**src/rtl/seg_scan_driver.sv**
```systemverilog
// Time-multiplexed scan controller for a common-anode seven-segment display.
// Optional feature macro: SEG_LEAD_ZERO_BLANK_EN (blank leading zero digits).
module seg_scan_driver #(
    parameter int NUM_DIGITS = 4,
    parameter int CLK_DIV    = 50000
) (
    input  logic                    clk,
    input  logic                    rst,
    input  logic [4*NUM_DIGITS-1:0] value,
    input  logic [NUM_DIGITS-1:0]   dp_mask,
    input  logic                    load,
    output logic                    ack,
    output logic [3:0]              num,
    output logic [NUM_DIGITS-1:0]   digit_en,
    output logic                    dp_n
);
    localparam int DW = $clog2(CLK_DIV);
    localparam int IW = $clog2(NUM_DIGITS);
    localparam logic [DW-1:0] DIV_LAST = DW'(CLK_DIV - 1);
    localparam logic [IW-1:0] IDX_LAST = IW'(NUM_DIGITS - 1);

    logic [DW-1:0]           div_cnt;
    logic [IW-1:0]           idx;
    logic [4*NUM_DIGITS-1:0] stg_val, shd_val;
    logic [NUM_DIGITS-1:0]   stg_dp, shd_dp;
    logic                    pending;
    logic                    commit_q;

    logic                  tick, wrap, commit, blank;
    logic [NUM_DIGITS-1:0] sel;

    assign tick   = (div_cnt == DIV_LAST);
    assign wrap   = tick && (idx == IDX_LAST);
    assign commit = wrap && pending;

    always_comb begin
        sel = {{(NUM_DIGITS-1){1'b0}}, 1'b1} << idx;
    end

`ifdef SEG_LEAD_ZERO_BLANK_EN
    // Highest nonzero digit; digit 0 always counts so a zero value shows "0".
    logic [IW-1:0] msd;
    always_comb begin
        msd = '0;
        for (int i = 1; i < NUM_DIGITS; i++)
            if (shd_val[4*i +: 4] != 4'h0) msd = IW'(i);
    end
    assign blank = (idx > msd);
`else
    assign blank = 1'b0;
`endif

    always_ff @(posedge clk) begin
        if (rst) begin
            div_cnt  <= '0;
            idx      <= '0;
            stg_val  <= '0;
            stg_dp   <= '0;
            shd_val  <= '0;
            shd_dp   <= '0;
            pending  <= 1'b0;
            commit_q <= 1'b0;
            ack      <= 1'b0;
            num      <= 4'h0;
            digit_en <= '1;
            dp_n     <= 1'b1;
        end else begin
            div_cnt <= tick ? '0 : div_cnt + 1'b1;
            if (tick) idx <= wrap ? '0 : idx + 1'b1;

            if (commit) begin
                shd_val <= stg_val;
                shd_dp  <= stg_dp;
                pending <= 1'b0;
            end
            // A load on the commit cycle stages for the following frame.
            if (load) begin
                stg_val <= value;
                stg_dp  <= dp_mask;
                pending <= 1'b1;
            end

            // ack lines up with the first output cycle showing the new value.
            commit_q <= commit;
            ack      <= commit_q;

            num      <= shd_val[4*idx +: 4];
            digit_en <= blank ? '1 : ~sel;
            dp_n     <= blank | ~shd_dp[idx];
        end
    end
endmodule

```
**config.mk**
```make
export PLATFORM = sky130hd
export DESIGN_NAME = seg_scan_driver
export DESIGN_NICKNAME = d
export VERILOG_FILES = /design/src/rtl/seg_scan_driver.sv
export SDC_FILE = /design/constraint.sdc
export NUM_CORES = 1
export LEC_CHECK = 0
export CELL_PAD_IN_SITES_DETAIL_PLACEMENT = 1
export CELL_PAD_IN_SITES_GLOBAL_PLACEMENT = 2
export CORE_ASPECT_RATIO = 1.5
export CORE_MARGIN = 2
export CORE_UTILIZATION = 37
export DETAILED_ROUTE_END_ITERATION = 7
export HOLD_SLACK_MARGIN = 0.12
export PLACE_DENSITY = 0.94
export SETUP_SLACK_MARGIN = 0.3
export SKIP_CTS_REPAIR_TIMING = 1
export SLEW_MARGIN = 20
export SYNTH_ARGS = -nofsm -noshare
export SYNTH_HDL_FRONTEND = slang
export SYNTH_SLANG_ARGS = --single-unit
```
**constraint.sdc**
```tcl
create_clock -name clk -period 6.15 [get_ports clk]
set_input_delay 1.23 -clock clk [delete_from_list [all_inputs] [get_ports clk]]
set_output_delay 1.23 -clock clk [all_outputs]
set_load 0.1 [all_outputs]
```
-- Word level (Yosys, flattened, before mapping)
Cells that the tools add are included.
- register bits after elaboration: 70
- input bits: 23
- output and inout bits: 10
- word-level logic and storage cells: 30
- add/sub/neg operators: 2
- $lt $le $gt $ge: 1
- equality and inequality tests: 2
- shift operators: 2
- multiplexer cells: 5
- bitwise gates (word level): 2
- reductions and logical operators: 4
- operator list (operator ; number):
    16-bit by 1-bit adder with 16-bit output (second input constant) ; 1
    16-bit equality test (second input constant) ; 1
    16-bit by 5-bit indexed part select with 4-bit output ; 1
    4-bit inverter ; 1
    1-bit by 2-bit left shift with 4-bit output (first input constant) ; 1
    2-bit by 3-bit less-than comparator with 1-bit output (second input constant) ; 1
    1-bit two-way mux ; 3
    2-bit by 1-bit adder with 2-bit output (second input constant) ; 1
    1-bit binary-select mux with 2-bit select ; 1
    2-bit equality test (second input constant) ; 1
    1-bit logical AND ; 2
    2-bit two-way mux ; 1
    2-bit nonzero test ; 1
    2-bit OR reduction ; 1
    1-bit inverter ; 1

-- Depth between registers and ports, before layout
Gate-level depths: netlist of run 1.
- depth after elaboration: 5
- mapped depth: 7
- depth with buffers taken out: 5

-- Worst setup path before layout of run 1
Ideal clock, no wire load.
- path kind: input to register
- start point: input port load
- end point: register stg_dp[0]
- library setup time: 0.128 ns
- arrival time: 2.090 ns
- data required time: 6.022 ns
- setup slack: 3.932 ns
- stages on the path: 4
- buffers on the path: 2
- cells stage by stage: clkbuf_1 -> buf_1 -> mux2i_1 -> nor2_1
- RTL lines (element ; line ; text):
    start, declared ; 11 ; input logic load,
    end signal, assigned ; 79 ; stg_dp <= dp_mask;
    end, declared ; 25 ; logic [NUM_DIGITS-1:0] stg_dp, shd_dp;

-- Worst setup path in the final report of run 1
- start point: register dp_n
- end point: output port dp_n
- RTL lines (element ; line ; text):
    start, declared ; 15 ; output logic dp_n
    start signal, assigned ; 89 ; dp_n <= blank | ~shd_dp[idx];
No word-level cell between the ends.

==> metrics, run 1 <==
status=finished clean; die area=between 0.008 and 0.009 mm2; r2r setup slk=around 3.5 ns; unrepaired setup endpoints after global routing=false; Reg2Reg Depth=4; Rel. slew slack=34.9%; hpwl dp=about 4000 um; drt first-iter violations=99; vias in the first global route=approximately 2200; Setup CP Type=reg -> out; CP Max Fanout=1; Hold Path Class=reg -> reg; FF-to-FF End=div_cnt[5]$_SDFF_PP0_; Clock Sinks=70; Chip Height=110 um; slowest stage cell on the critical path=clkdlybuf4s50_1; num rows=38; flops & latches, synth=70; worst slew pin tran=0.976 ns; detailed-route wire length=6080 um; Critical Path RT=4.92 ns; Ys Warns=0; Max Cap Viol=0; Fin. Hold Viols=0; Syn Area/Cell=9.44 um2; crit-path max cell delay=1.12 ns; first-pass GRT wire length=slightly above 10000 um; clk slew on worst S/H paths=around 0.070 ns; Sequential cell area=0.00140 mm2; hold depth=1; synthesis-to-layout area growth=18.9%; Die Wd=74.7 um; worst reg2reg path startpoint=div_cnt[11]$_SDFF_PP0_; gpl congestion=0.776; fmax=334 MHz; Critical Path End Type=output pin; drt wl/cell=14.5 um; hold path endpoint=ack$_SDFF_PP0_; CP Buf/Inv Count=1; Remaining DRCs=0; Worst-Skew Late Latency=roughly 0.34 ns; Initial Util=38.1%; final total power=823 uW; Final Cycle Share=48.7%; Congestion Overflow GR=0; fill count=856; register area share after synthesis=between 50% and 60%; CTS buffer count=9; Netlist cell types=27; hold path start=commit_q$_SDFF_PP0_; diode count=0; I/O pin cnt=33; Startpoint Class=flop; largest net degree at the start of global routing=57; Tot GR Track Use=16.5%; LEAKAGE=0.00115 uW; Max Root-Sink Buffers=2; final antenna-violating net count=0; clk_skew=0.00807 ns; IO Port Bufs=32; CTS tree=done; area taken by multi-input logic gates=approximately 0.0013 mm2; H-tree depth=3; CTS Root Cell=clkbuf_8; number of antenna violations at the first check in global routing=0; area of the core=0.00727 mm2; Final Max Tran Viols=0; setup TNS=0 ns; VDD IR max=128 uV; Nets=343; final setup vio count=0; post-layout minimum cycle time=2.99 ns; CP Cell Sequence=clkdlybuf4s50_1; via count=2163; Post-Syn Area=0.00278 mm2; Mapped Cells=294; CP delay by family, top=buffers and inverters; vias per cell=5.17; WP data arrival=1.76 ns; layout cells sized above 1=between 6 and 7%; Synth Net Count=322; PD cells=~250 mW/mm2; DR pass1 iterations=4
==> synth_stat cells <==
cell type   n  area (um2)
a21oi_1    23         115
and2_1      1        6.26
and3_1      1        6.26
buf_1       2        7.51
buf_2       1        5.00
clkbuf_1   20        75.1
clkbuf_2    1        5.00
dfxtp_1    70        1400
ha_1        5        62.6
inv_1       7        26.3
mux2i_1    20         200
mux4_2      5         113
nand2_1     7        26.3
nand2b_1    7        43.8
nand3_1     7        35.0
nand4_1    23         144
nand4b_1    1        8.76
nor2_1     40         150
nor2b_1     5        31.3
nor3_1      4        20.0
nor4_1      5        31.3
o21ai_0    21         105
or3_1       1        6.26
or4_1       1        7.51
or4b_1      2        20.0
xnor2_1    12         105
xor2_1      2        17.5
==> where the power goes <==
group	internal, uW	total, uW	switching (uW)
Sequential	464	471	6.97
Clock	152	308	156
Combinational	23.2	44.7	21.4
Total	639	823	185
==> cells in the final DEF, fill, tap and decap left out, types with 2 or more instances in the layout <==
cell type         n
mux2i_1          20
inv_1             7
clkbuf_1          2
mux4_2            5
clkdlybuf4s50_1  31
xnor2_1          12
nand4_1          23
nor3_1            4
a21oi_1          23
nand3_1           7
nand2_1           7
or4b_1            2
ha_1              5
xor2_1            2
clkinv_2          2
nand2b_1          7
nor2_1           40
nor4_1            4
nor2b_1           5
clkbuf_8         10
o21ai_0          21
dfxtp_1          70
buf_4             2
==> worst max-delay path by stage <==
| stage | startpoint | end | slack (ns) | depth (start not counted) |
|---|---|---|---|---|
| floorplan | load | stg_dp[0]$_SDFFE_PP0P_ | 3.93 | 4 |
| global placement | rst | div_cnt[3]$_SDFF_PP0_ | 3.35 | 3 |
| detailed placement | rst | div_cnt[5]$_SDFF_PP0_ | 3.29 | 3 |
| CTS | dp_n$_SDFF_PP1_ | dp_n | 3.14 | 1 |
| global route | digit_en[1]$_SDFF_PP1_ | digit_en[1] | 3.08 | 1 |
| finish | dp_n$_SDFF_PP1_ | dp_n | 3.16 | 1 |
==> sequential cells by signal (all words and copies together) (netlist names) <==
| name | cells |
|---|---|
| pending | 1 |
| commit_q | 1 |
| digit_en | 4 |
| num | 4 |
| ack | 1 |
| div_cnt | 16 |
| idx | 2 |
| stg_val | 16 |
| shd_dp | 4 |
| shd_val | 16 |
| dp_n | 1 |
| stg_dp | 4 |
==> worst reg2reg max path, cell delays in order (launching register included) <==
cell      delay [ns]
dfxtp_1         0.36
or4b_1          0.56
or4_1           0.93
nand2b_1        0.60
nor2_1          0.12
==> through the flow <==
step           cells  hold slack, ns  area [um2]  util, %  worst slack, ns
4_1_cts          418           0.471        3300     45.4             3.14
3_3_place_gp     404           0.423        3140     43.2             3.35
6_report         418           0.463        3300     45.4             3.16
5_1_grt          418           0.481        3300     45.4             3.08
2_1_floorplan    294           0.414        2780        -             3.93
3_5_place_dp     404           0.455        3140     43.2             3.29
==> layout make-up <==
class                      instances  area share [%]
inverter                           7           0.796
multi-input combinational        193            38.2
clock inverter                     2           0.303
clock buffer                      12            4.40
sequential                        70            42.5
tap                              100            3.79
timing repair buffer              34            10.0
==> kinds of logic after synthesis <==
kind of cell	share of synthesized area, %
flip-flops	50.5
multiplexers	11.3
AND/OR/NAND/NOR	19.3
AO/OA/AOI/OAI	7.94
adder cells (fa/ha/maj)	2.25
buffers and inverters	4.28
XOR/XNOR	4.42
==> routing by layer <==
layer / global-route usage, % / vias to the layer above / share of wire [%]
met3: 4.36 / 10 / 2.6
met5: 0 / - / 0
met4: 6.12 / 0 / 1.7
li1: - / 1060 / -
met2: 28.3 / 29 / 53
met1: 19.5 / 1064 / 43
No activity file was read; power rests on OpenSTA's default activity.
==> run 2, diff against run 1 <==
--- a/config.mk
+++ b/config.mk
@@ -9,10 +9,10 @@
 export CELL_PAD_IN_SITES_GLOBAL_PLACEMENT = 2
 export CORE_ASPECT_RATIO = 1.5
 export CORE_MARGIN = 2
-export CORE_UTILIZATION = 37
+export CORE_UTILIZATION = 34
 export DETAILED_ROUTE_END_ITERATION = 7
 export HOLD_SLACK_MARGIN = 0.12
-export PLACE_DENSITY = 0.94
+export PLACE_DENSITY = 0.89
 export SETUP_SLACK_MARGIN = 0.3
 export SKIP_CTS_REPAIR_TIMING = 1
 export SLEW_MARGIN = 20
==> constraint.sdc (replaced) <==
create_clock -name clk -period 2.9 [get_ports clk]
set_input_delay 0.58 -clock clk [delete_from_list [all_inputs] [get_ports clk]]
set_output_delay 0.58 -clock clk [all_outputs]
set_load 0.1 [all_outputs]
==> run 2 against run 1 <==
  * Clock power grew to 3.6 times the previous value
  * Total power grew to 2.7 times the previous value
  * Register-to-register slack worse by 3.0 ns
  * Routed wire length hardly changed
  * Critical path depth is 3 higher
  * Critical path type is now reg -> reg
==> metrics, run 2 (same netlist as run 1, synthesis figures left out) <==
status=finished clean; Clock Sinks=70 (unchanged); number of antenna violations at the first check in global routing=0 (unchanged); Worst-Skew Late Latency=0.33 ns (about the same); area of the core=0.00796 mm2 (+9.4%); Startpoint Class=flop; clk slew on worst S/H paths=0.05 ns (-0.02 ns); LEAKAGE=0.00123 uW (+7.1%); DR pass1 iterations=4 (unchanged); final antenna-violating net count=0 (unchanged); Congestion Overflow GR=0 (unchanged); Final Max Tran Viols=0 (unchanged); clk_skew=0.00480 ns (-0.00326 ns); VDD IR max=366 uV (+190%); detailed-route wire length=6080 um (about the same); CTS Root Cell=clkbuf_16; most frequent cells in the layout=dfxtp_1, nor2_1, nand4_1, a21oi_1; first-pass GRT wire length=10500 um (+2.1%); drt first-iter violations=64 (-35%); Final Cycle Share=roughly 84%; num rows=40 (+5.3%); via count=2149 (-0.65%); IO Port Bufs=32 (unchanged); area taken by multi-input logic gates=0.00126 mm2 (unchanged); Psw=466 uW (+150%); layout cells sized above 1=11.5% (+4.9 points); WP data arrival=2.69 ns (+0.93 ns); Remaining DRCs=0 (unchanged); Hold Path Class=reg -> reg; drt wl/cell=14.2 um (-2.1%); fmax=411 MHz; switch share=21.1% (-1.4 points); final setup vio count=0 (unchanged); Critical Path RT=3.16 ns (-1.76 ns); Max Cap Viol=0 (unchanged); hpwl dp=4120 um (+2.6%); diode count=0 (unchanged); Initial Util=34.9% (-3.3 points); Sequential cell area=0.00140 mm2 (unchanged); power share of the combinational group=4.4% (-1.0 points); H-tree depth=3 (unchanged); Setup CP Type=reg -> reg; gpl congestion=0.749 (-3.5%); most common cell after layout, fill and taps aside=dfxtp_1; die area=0.00892 mm2 (+8.4%); post-layout minimum cycle time=~2.4 ns; I/O pin cnt=33 (unchanged); Cell Int Power=1740 uW (+170%); setup TNS=0 ns (unchanged); CP Max Fanout=26 (+25); unrepaired setup endpoints after global routing=false; Critical Path End Type=flop; CTS buffer count=9 (unchanged); PD cells=641 mW/mm2 (+160%); Fin. Hold Viols=0 (unchanged); final total power=2210 uW (+170%); Nets=345 (+0.58%); Tot GR Track Use=15.0% (-1.5 points); vias in the first global route=2261 (+2.1%); largest net degree at the start of global routing=33 (-42%); CTS tree=done; synthesis-to-layout area growth=24.3%; Chip Height=115 um (+4.2%); Die Wd=77.8 um (+4.1%); fill count=884 (+3.3%); Largest regs=div_cnt x16, shd_val x16, stg_val x16; Rel. slew slack=47.9% (+13 points); Clock power frac=50.4% (+13 points); Max Root-Sink Buffers=2 (unchanged); vias per cell=5.03 (-2.7%); worst slew pin tran=0.781 ns (-0.195 ns); Seq pwr share=45.2% (-12 points)
run 2: cell types whose count changed in the layout (fill, tap and decap cells not counted), moves of 2 or more:
cell             before  now
clkbuf_16             0    9
clkinvlp_4            0    3
clkbuf_8             10    2
clkbuf_1              2    0
buf_4                 2   14
clkdlybuf4s50_1      31   21
run 2: per-stage QoR:
step / setup WS, ns / instances / area [um2] / hold WS, ns / util (%)
detailed placement: 0.464 / 411 / 3140 / 0.428 / 39.5
floorplan: 0.871 / 294 / 2780 / 0.414 / -
CTS: 0.459 / 427 / 3450 / 0.443 / 43.4
finish: 0.465 / 427 / 3450 / 0.436 / 43.4
global route: 0.315 / 427 / 3450 / 0.458 / 43.4
global placement: 0.496 / 411 / 3140 / 0.423 / 39.5
run 2: path summary, 6_finish.rpt:
kind / start / to / slack, ns / cells after the start
worst max-delay path: div_cnt[11]$_SDFF_PP0_ / idx[0]$_SDFFE_PP0P_ / 0.47 / 4
worst max register to register: div_cnt[11]$_SDFF_PP0_ / idx[0]$_SDFFE_PP0P_ / 0.47 / 4
worst min register to register: commit_q$_SDFF_PP0_ / ack$_SDFF_PP0_ / 0.44 / 1
worst min-delay path: commit_q$_SDFF_PP0_ / ack$_SDFF_PP0_ / 0.44 / 1
run 2: cell type report:
class,instances,share of cell area (%)
Tap cell,105,3.81
Timing Repair Buffer,36,9.28
Inverter,7,0.761
Clock buffer,11,7.32
Multi-Input combinational cell,193,36.5
Sequential cell,70,40.6
Clock inverter,5,1.67
run 2: power by group through the flow:
stage          Clock (uW)  Combinational [uW]  Sequential [uW]
2_1_floorplan           0                52.1             1020
3_3_place_gp            0                95.2             1020
3_5_place_dp            0                98.5             1020
4_1_cts              1150                99.2              999
5_1_grt              1190                 106             1000
6_report             1110                96.6              999
run 2: per-layer routing:
layer / global-route usage, % / vias up / wire [um] / part of all wire, %
met1: 17.4 / 1040 / 2710 / 45
met2: 25.3 / 30 / 3040 / 50
met3: 4.26 / 8 / 221 / 3.6
met5: 0 / - / 0 / 0
met4: 7.14 / 0 / 108 / 1.8
li1: - / 1071 / - / -
run 2: critical path, stage by stage (launching register included):
cell	delay, ns
dfxtp_1	0.35
or4b_1	0.56
or4_1	0.89
or3_1	0.43
a21oi_1	0.13
